`config.mk`:
```
export PLATFORM = sky130hd
export DESIGN_NAME = calc_engine
export DESIGN_NICKNAME = d
export VERILOG_FILES = /design/src/rtl/calc_pkg.sv /design/src/rtl/calc_muldiv.sv /design/src/rtl/calc_engine.sv
export SDC_FILE = /design/constraint.sdc
export NUM_CORES = 1
export LEC_CHECK = 0
export BUFFER_PORTS_ARGS = -buffer_cell sky130_fd_sc_hd__buf_2
export CAP_MARGIN = 10
export CELL_PAD_IN_SITES_DETAIL_PLACEMENT = 0
export CELL_PAD_IN_SITES_GLOBAL_PLACEMENT = 2
export CORE_MARGIN = 4
export CORE_UTILIZATION = 30
export DETAILED_ROUTE_END_ITERATION = 16
export MAX_ROUTING_LAYER = met4
export PLACE_DENSITY = 0.72
export SLEW_MARGIN = 20
export SYNTH_ARGS = -nofsm -noshare
export SYNTH_HDL_FRONTEND = slang
export SYNTH_HIERARCHICAL = 1
export SYNTH_SLANG_ARGS = --single-unit
```
`constraint.sdc`:
```
create_clock -name clk -period 9.12 [get_ports clk]
set_input_delay 0 -clock clk [delete_from_list [all_inputs] [get_ports clk]]
set_output_delay 0 -clock clk [all_outputs]
set_load 0.01 [all_outputs]
```
`src/rtl/calc_pkg.sv`:
```
// Shared key codes, operator and state encodings for the calculator.
// Helpers map ASCII keys to operators and operators back to ASCII.
package calc_pkg;

    localparam logic [7:0] KEY_0     = 8'h30;
    localparam logic [7:0] KEY_9     = 8'h39;
    localparam logic [7:0] KEY_ADD   = 8'h2B;
    localparam logic [7:0] KEY_SUB   = 8'h2D;
    localparam logic [7:0] KEY_MUL   = 8'h2A;
    localparam logic [7:0] KEY_DIV   = 8'h2F;
    localparam logic [7:0] KEY_EQ    = 8'h3D;
    localparam logic [7:0] KEY_CLR   = 8'h43;
    localparam logic [7:0] KEY_SPACE = 8'h20;

    typedef enum logic [2:0] {
        NONE,
        ADD,
        SUB,
        MUL,
        DIV
    } op_e;

    typedef enum logic [2:0] {
        ENTRY_A,
        ENTRY_B,
        EXEC,
        SHOW,
        ERROR
    } state_e;

    function automatic op_e key_to_op(input logic [7:0] c);
        op_e o;
        case (c)
            KEY_ADD: o = ADD;
            KEY_SUB: o = SUB;
            KEY_MUL: o = MUL;
            KEY_DIV: o = DIV;
            default: o = NONE;
        endcase
        return o;
    endfunction

    function automatic logic [7:0] op_to_char(input op_e o);
        logic [7:0] c;
        case (o)
            ADD:     c = KEY_ADD;
            SUB:     c = KEY_SUB;
            MUL:     c = KEY_MUL;
            DIV:     c = KEY_DIV;
            default: c = KEY_SPACE;
        endcase
        return c;
    endfunction

endpackage

```
`src/rtl/calc_muldiv.sv`:
```
// Iterative unsigned shift-add multiply / restoring divide, VAL_W steps.
// Ports: start (1 cycle) loads and runs step 1; done pulses 1 cycle with result/ovf.
module calc_muldiv
    import calc_pkg::*;
#(
    parameter int VAL_W = 16
) (
    input  logic             clk,
    input  logic             rst_n,
    input  logic             abort,
    input  logic             start,
    input  logic             is_div,
    input  logic [VAL_W-1:0] opa,
    input  logic [VAL_W-1:0] opb,
    output logic             done,
    output logic [VAL_W-1:0] result,
    output logic             ovf
);

    localparam int CNT_W = $clog2(VAL_W + 1);

    logic               run;
    logic               div_q;
    logic [CNT_W-1:0]   cnt;
    logic [VAL_W-1:0]   m_reg;
    logic [VAL_W-1:0]   s_reg;
    logic [2*VAL_W-1:0] acc;

    logic               src_div;
    logic [VAL_W-1:0]   src_m;
    logic [VAL_W-1:0]   src_s;
    logic [2*VAL_W-1:0] src_acc;
    logic [VAL_W-1:0]   nxt_s;
    logic [2*VAL_W-1:0] nxt_acc;
    logic [VAL_W:0]     rem;
    logic [VAL_W:0]     rem_n;
    logic               ge;

    // On start the first step runs directly on the inputs so the
    // whole operation fits in VAL_W clock edges.
    always_comb begin
        src_div = start ? is_div : div_q;
        src_m   = start ? (is_div ? opb : opa) : m_reg;
        src_s   = start ? (is_div ? opa : opb) : s_reg;
        src_acc = start ? '0 : acc;
        rem     = {src_acc[VAL_W-1:0], src_s[VAL_W-1]};
        ge      = rem >= {1'b0, src_m};
        rem_n   = ge ? rem - {1'b0, src_m} : rem;
        if (src_div) begin
            nxt_s   = {src_s[VAL_W-2:0], ge};
            nxt_acc = {{(VAL_W-1){1'b0}}, rem_n};
        end else begin
            nxt_s   = {src_s[VAL_W-2:0], 1'b0};
            nxt_acc = {src_acc[2*VAL_W-2:0], 1'b0}
                    + {{VAL_W{1'b0}},
                       (src_s[VAL_W-1] ? src_m : '0)};
        end
    end

    always_ff @(posedge clk or negedge rst_n) begin
        if (!rst_n) begin
            run   <= 1'b0;
            div_q <= 1'b0;
            cnt   <= '0;
            m_reg <= '0;
            s_reg <= '0;
            acc   <= '0;
            done  <= 1'b0;
        end else if (abort) begin
            run   <= 1'b0;
            div_q <= 1'b0;
            cnt   <= '0;
            m_reg <= '0;
            s_reg <= '0;
            acc   <= '0;
            done  <= 1'b0;
        end else begin
            done <= 1'b0;
            if (start) begin
                div_q <= is_div;
                m_reg <= src_m;
                s_reg <= nxt_s;
                acc   <= nxt_acc;
                run   <= 1'b1;
                cnt   <= CNT_W'(VAL_W - 1);
            end else if (run) begin
                s_reg <= nxt_s;
                acc   <= nxt_acc;
                if (cnt == CNT_W'(1)) begin
                    run  <= 1'b0;
                    done <= 1'b1;
                end else begin
                    cnt <= cnt - CNT_W'(1);
                end
            end
        end
    end

    assign result = div_q ? s_reg : acc[VAL_W-1:0];
    assign ovf    = !div_q && (|acc[2*VAL_W-1:VAL_W]);

endmodule

```
`src/rtl/calc_engine.sv`:
```
// Four-function sign+magnitude calculator driven by ASCII key strobes.
// Ports: key_valid/key_char in; disp_value/disp_neg/op_char/busy/result_valid/err out.
module calc_engine
    import calc_pkg::*;
#(
    parameter int DIGITS = 4,
    parameter int VAL_W  = 16
) (
    input  logic             clk,
    input  logic             rst_n,
    input  logic             key_valid,
    input  logic [7:0]       key_char,
    output logic [VAL_W-1:0] disp_value,
    output logic             disp_neg,
    output logic [7:0]       op_char,
    output logic             busy,
    output logic             result_valid,
    output logic             err
);

    localparam int CNT_W = $clog2(DIGITS + 1);
    localparam logic [VAL_W-1:0] MAX_V = VAL_W'(10**DIGITS - 1);
    localparam logic [CNT_W-1:0] DIG_C = CNT_W'(DIGITS);

    state_e           state, state_n;
    op_e              op, op_n;
    op_e              pend, pend_n;
    logic [VAL_W-1:0] a_mag, a_mag_n;
    logic             a_neg, a_neg_n;
    logic [CNT_W-1:0] a_cnt, a_cnt_n;
    logic [VAL_W-1:0] b_mag, b_mag_n;
    logic [CNT_W-1:0] b_cnt, b_cnt_n;
    logic             started, started_n;
    logic             rv_n;
    logic             err_n;

    logic             is_dig, is_op, is_eq, is_clr;
    op_e              key_op;
    logic [VAL_W-1:0] dig;

    logic             md_start, md_done, md_ovf;
    logic [VAL_W-1:0] md_res;

    logic             b_eff_neg;
    logic [VAL_W:0]   as_mag;
    logic             as_neg;
    logic             commit, fail;
    logic [VAL_W-1:0] res_mag;
    logic             res_neg;

    assign key_op = key_to_op(key_char);
    assign is_dig = key_char >= KEY_0 && key_char <= KEY_9;
    assign is_op  = key_op != NONE;
    assign is_eq  = key_char == KEY_EQ;
    assign is_clr = key_valid && key_char == KEY_CLR;
    assign dig    = VAL_W'(key_char[3:0]);

    calc_muldiv #(.VAL_W(VAL_W)) u_muldiv (
        .clk    (clk),
        .rst_n  (rst_n),
        .abort  (is_clr),
        .start  (md_start),
        .is_div (op == DIV),
        .opa    (a_mag),
        .opb    (b_mag),
        .done   (md_done),
        .result (md_res),
        .ovf    (md_ovf)
    );

    // Signed add/sub on sign+magnitude; B is always entered non-negative.
    always_comb begin
        b_eff_neg = op == SUB;
        as_neg    = a_neg;
        if (a_neg == b_eff_neg) begin
            as_mag = {1'b0, a_mag} + {1'b0, b_mag};
        end else if (a_mag >= b_mag) begin
            as_mag = {1'b0, a_mag - b_mag};
        end else begin
            as_mag = {1'b0, b_mag - a_mag};
            as_neg = b_eff_neg;
        end
    end

    always_comb begin
        state_n   = state;
        op_n      = op;
        pend_n    = pend;
        a_mag_n   = a_mag;
        a_neg_n   = a_neg;
        a_cnt_n   = a_cnt;
        b_mag_n   = b_mag;
        b_cnt_n   = b_cnt;
        started_n = started;
        err_n     = err;
        rv_n      = 1'b0;
        md_start  = 1'b0;
        commit    = 1'b0;
        fail      = 1'b0;
        res_mag   = '0;
        res_neg   = 1'b0;

        if (is_clr) begin
            state_n   = ENTRY_A;
            op_n      = NONE;
            pend_n    = NONE;
            a_mag_n   = '0;
            a_neg_n   = 1'b0;
            a_cnt_n   = '0;
            b_mag_n   = '0;
            b_cnt_n   = '0;
            started_n = 1'b0;
            err_n     = 1'b0;
        end else begin
            unique case (state)
                ENTRY_A: if (key_valid) begin
                    unique case (1'b1)
                        is_dig: if (a_cnt < DIG_C) begin
                            a_mag_n = a_mag * VAL_W'(10) + dig;
                            a_cnt_n = a_cnt + CNT_W'(1);
                        end
                        is_op: begin
                            op_n    = key_op;
                            state_n = ENTRY_B;
                        end
                        default: ;
                    endcase
                end
                ENTRY_B: if (key_valid) begin
                    unique case (1'b1)
                        is_dig: if (b_cnt < DIG_C) begin
                            b_mag_n = b_mag * VAL_W'(10) + dig;
                            b_cnt_n = b_cnt + CNT_W'(1);
                        end
                        is_op: begin
                            if (b_cnt == '0) begin
                                op_n = key_op;
                            end else begin
                                pend_n    = key_op;
                                started_n = 1'b0;
                                state_n   = EXEC;
                            end
                        end
                        is_eq: if (b_cnt != '0) begin
                            pend_n    = NONE;
                            started_n = 1'b0;
                            state_n   = EXEC;
                        end
                        default: ;
                    endcase
                end
                EXEC: begin
                    unique case (op)
                        ADD, SUB: begin
                            res_mag = as_mag[VAL_W-1:0];
                            res_neg = as_neg;
                            if (as_mag > {1'b0, MAX_V})
                                fail = 1'b1;
                            else
                                commit = 1'b1;
                        end
                        MUL, DIV: begin
                            // B is non-negative, so the sign
                            // XOR reduces to the sign of A.
                            res_mag = md_res;
                            res_neg = a_neg;
                            if (!started) begin
                                if (op == DIV && b_mag == '0) begin
                                    fail = 1'b1;
                                end else begin
                                    md_start  = 1'b1;
                                    started_n = 1'b1;
                                end
                            end else if (md_done) begin
                                if (md_ovf || md_res > MAX_V)
                                    fail = 1'b1;
                                else
                                    commit = 1'b1;
                            end
                        end
                        default: state_n = ENTRY_A;
                    endcase
                end
                SHOW: if (key_valid) begin
                    unique case (1'b1)
                        is_dig: begin
                            a_mag_n = dig;
                            a_neg_n = 1'b0;
                            a_cnt_n = CNT_W'(1);
                            state_n = ENTRY_A;
                        end
                        is_op: begin
                            op_n    = key_op;
                            state_n = ENTRY_B;
                        end
                        default: ;
                    endcase
                end
                ERROR: ;
            endcase
        end

        if (commit) begin
            a_mag_n   = res_mag;
            a_neg_n   = res_neg && (res_mag != '0);
            b_mag_n   = '0;
            b_cnt_n   = '0;
            started_n = 1'b0;
            rv_n      = 1'b1;
            pend_n    = NONE;
            op_n      = pend;
            state_n   = (pend != NONE) ? ENTRY_B : SHOW;
        end
        if (fail) begin
            err_n     = 1'b1;
            started_n = 1'b0;
            state_n   = ERROR;
        end
    end

    always_ff @(posedge clk or negedge rst_n) begin
        if (!rst_n) begin
            state        <= ENTRY_A;
            op           <= NONE;
            pend         <= NONE;
            a_mag        <= '0;
            a_neg        <= 1'b0;
            a_cnt        <= '0;
            b_mag        <= '0;
            b_cnt        <= '0;
            started      <= 1'b0;
            err          <= 1'b0;
            result_valid <= 1'b0;
        end else begin
            state        <= state_n;
            op           <= op_n;
            pend         <= pend_n;
            a_mag        <= a_mag_n;
            a_neg        <= a_neg_n;
            a_cnt        <= a_cnt_n;
            b_mag        <= b_mag_n;
            b_cnt        <= b_cnt_n;
            started      <= started_n;
            err          <= err_n;
            result_valid <= rv_n;
        end
    end

    // B is shown once its first digit arrives; otherwise A.
    logic show_b;
    assign show_b     = state == ENTRY_B && b_cnt != '0;
    assign disp_value = show_b ? b_mag : a_mag;
    assign disp_neg   = !show_b && a_neg && (a_mag != '0);
    assign op_char    = op_to_char(op);
    assign busy       = state == EXEC;

endmodule

```
==> reports/results.ini <==
[outcome]
outcome=finished clean

[timing]
final-hold-violation-count=0
tightest_slew_ns=1.05
report.final.slew_viol_count=0
rsz0062_at_grt=no
final.setup_skew_ns=0.0160
fin_ws_ns=3.04
finalSetupViolCount=0
fmax_mhz=164
slew_headroom_pct=30.0
tns_ns=0
period_share_pct=66.7
fin_crit_ns=6.08

[critical_path]
cp_max_fo=15
worst-path-stages=13
cpMaxStageDelayCell=o311ai_1
cp-end-kind=flop
crit_top_cell=nand2_1
cpPeakStageDelay_ns=0.81
path_buf_inv=1
crit_path_start_kind=flop
crit_family=compound AO/OA/AOI/OAI gates
critical_path.cell_chain=inv_1 -> ha_1 -> a21o_1 -> a31o_4 -> a2111oi_4 -> nand2_1 -> a31oi_2 -> a211oi_1 -> a311oi_1 -> nand2_1 -> o311ai_1 -> nor3_1 -> a22o_1
crit_type=reg2reg
reg2regPathDepth=13
cp.arrival_ns=6.41
required_ns=9.45

[layout]
largest_reg_flops=32
fin_util_pct=33.3
drive_gt1_share_pct=8.46
n_fill_cell=4900
fin_nets=1869
top_register=u_muldiv/acc
antenna_cells=0
seq_area_sq_mm=0.00308
area_growth_pct=9.67
final_cell_mix=nand2_1 (144), ha_1 (136), nor2_1 (127)
final_common_cell=nand2_1
multi_input_area_sq_mm=0.0101

[route]
antenna_left=0
avgViaCountPerCell=5.79
dr.pass1.iters=5
drc=0
routed_wl_um=51000
detail_route.wl_per_cell_um=21.9
vias=13500
drt_iter0_drc=1086

[clocking]
cts_inserted_buffers=17
clockBufferDepth=2
path_clk_slew_ns=0.06
htreeDepth=4
ctsResizeCount=0
root_buffer=clkbuf_16
clock-sinks=123
post-cts-setup-buffers=0
postCtsHoldBufs=3
clock_latency_ns=0.45
cts_tree=built

[power_and_ir_drop]
ir_worst_vdd_v=0.000299
leakage_nw=6.67
cellPowerDensity_mw_per_mm2=401

[synth]
synthTopCellsByArea=dfrtp_1 (22%), ha_1 (12%), a21oi_1 (4.5%)
synth_ff_type=dfrtp_1
syn_area_sq_mm=0.0138
syn_area_per_cell_sq_um=8.04
ys_seq_area_share_pct=22.3
synth_cells=1720
synthArstFlopShare_pct=100
ys_ff_latch=123
synth_edf_count=0
ys_warn_count=6
synth_cell_types=94
netlist.area_leader.share_pct=22.3
synth_area_leader_cell=dfrtp_1

[placement]
gp_congestion=0.917
post-place-ws_ns=3.04
numPortBuffers=34
dpl.hpwl_um=38300

[floorplanning]
initial_core_util_pct=30.4
die_h_um=223
io_pins=39
die-area_sq_mm=0.0496
num_rows=78
die_x_um=223
coreArea_sq_mm=0.0455

[min_path]
min_path_type=in2reg
hold_depth=5

[job]
drv_cap=0

[global_routing]
antenna_found_initial=0
grt_pass1_wl_um=79000
grt.total_usage_pct=20.7
grt_overflow=0
grt_pass1_vias=12800
grt_max_degree=66

==> report_power, final <==
part           switching [mW]  leakage [nW]  internal, mW  total [mW]
registers               0.224          1.64         0.705       0.929
logic                    2.79          4.76          1.67        4.46
clock network           0.305         0.276         0.385       0.689
total                    3.32          6.67          2.76        6.08
==> synthesized netlist by cell type, types with 6 or more instances <==
cell         n
a2111oi_0   10
a211oi_1    53
a21boi_0     9
a21o_1      28
a21oi_1    125
a22o_1      29
a22oi_1     11
a31oi_1     25
a41oi_1      6
and2_1       6
and3_1      17
buf_1        6
buf_2       20
buf_4        7
clkbuf_1    52
dfrtp_1    123
fa_1         9
ha_1       136
inv_1       88
mux2_2      22
mux2i_1     46
nand2_1    144
nand2b_1     9
nand3_1     54
nand4_1     17
nor2_1     127
nor2b_1     51
nor3_1      57
nor3b_1     10
nor4_1      25
o211ai_1    15
o21a_1      20
o21ai_0    106
o21bai_1    12
o221ai_1     6
o31ai_1      9
or2_2       10
or3_1       10
xnor2_1     69
xor2_1      30
==> through the flow <==
| step | power [mW] | hold slack (ns) | instance area (sq um) | instances |
|---|---|---|---|---|
| 2_1_floorplan | 3.99 | -0.296 | 13800 | 1722 |
| 3_3_place_gp | 5.33 | 0.0587 | 14600 | 2291 |
| 3_5_place_dp | 5.32 | 0.0639 | 14600 | 2291 |
| 4_1_cts | 6.05 | 0.00371 | 15200 | 2326 |
| 5_1_grt | 6.57 | 0.0617 | 15200 | 2326 |
| 6_report | 6.08 | 0.0302 | 15200 | 2326 |
==> worst min-delay path: cells and delay by family <==
family          cells  cell delay, ns
simple gates        3            0.20
buf+inv             1            0.15
compound gates      1            0.08
==> worst paths after layout <==
check                            startpoint                 end  slack, ns
max                                a_mag[9]            b_mag[9]       3.04
min                             key_char[1]            a_mag[1]       0.03
max reg2reg                        a_mag[9]            b_mag[9]       3.04
min reg2reg                u_muldiv/acc[31]    u_muldiv/acc[31]       0.52
max in group asynchronous             rst_n  u_muldiv/m_reg[12]       7.64
min in group asynchronous             rst_n   u_muldiv/m_reg[0]       0.16
==> routing by layer <==
layer  global-route usage (%)  share of wire, %
met1                     28.8                47
met2                     31.6                45
met3                     2.89               5.1
met4                     5.83               2.8
met5                        -                 0
==> logic make-up (layout without fill, tap and decap cells) <==
group	count (synthesis)	count (layout)	share of synthesized area (%)
simple gates	565	565	20.4
other cells	2	4	0.0543
mux	68	68	5.12
xor+xnor	99	99	6.27
buf+inv	176	180	5.26
flops	123	123	22.3
fa+ha+maj	145	145	13.6
compound gates	542	542	27.0
==> layout make-up <==
cell class              count  area share [%]
well taps                 600            4.95
flip-flops and latches    123            20.3
clock buffers              17            2.80
inverters                  89            2.20
repair buffers             59            2.45
clock inverters            15            1.01
multi-input cells        1423            66.3
Power figures use the tool's default switching activity.
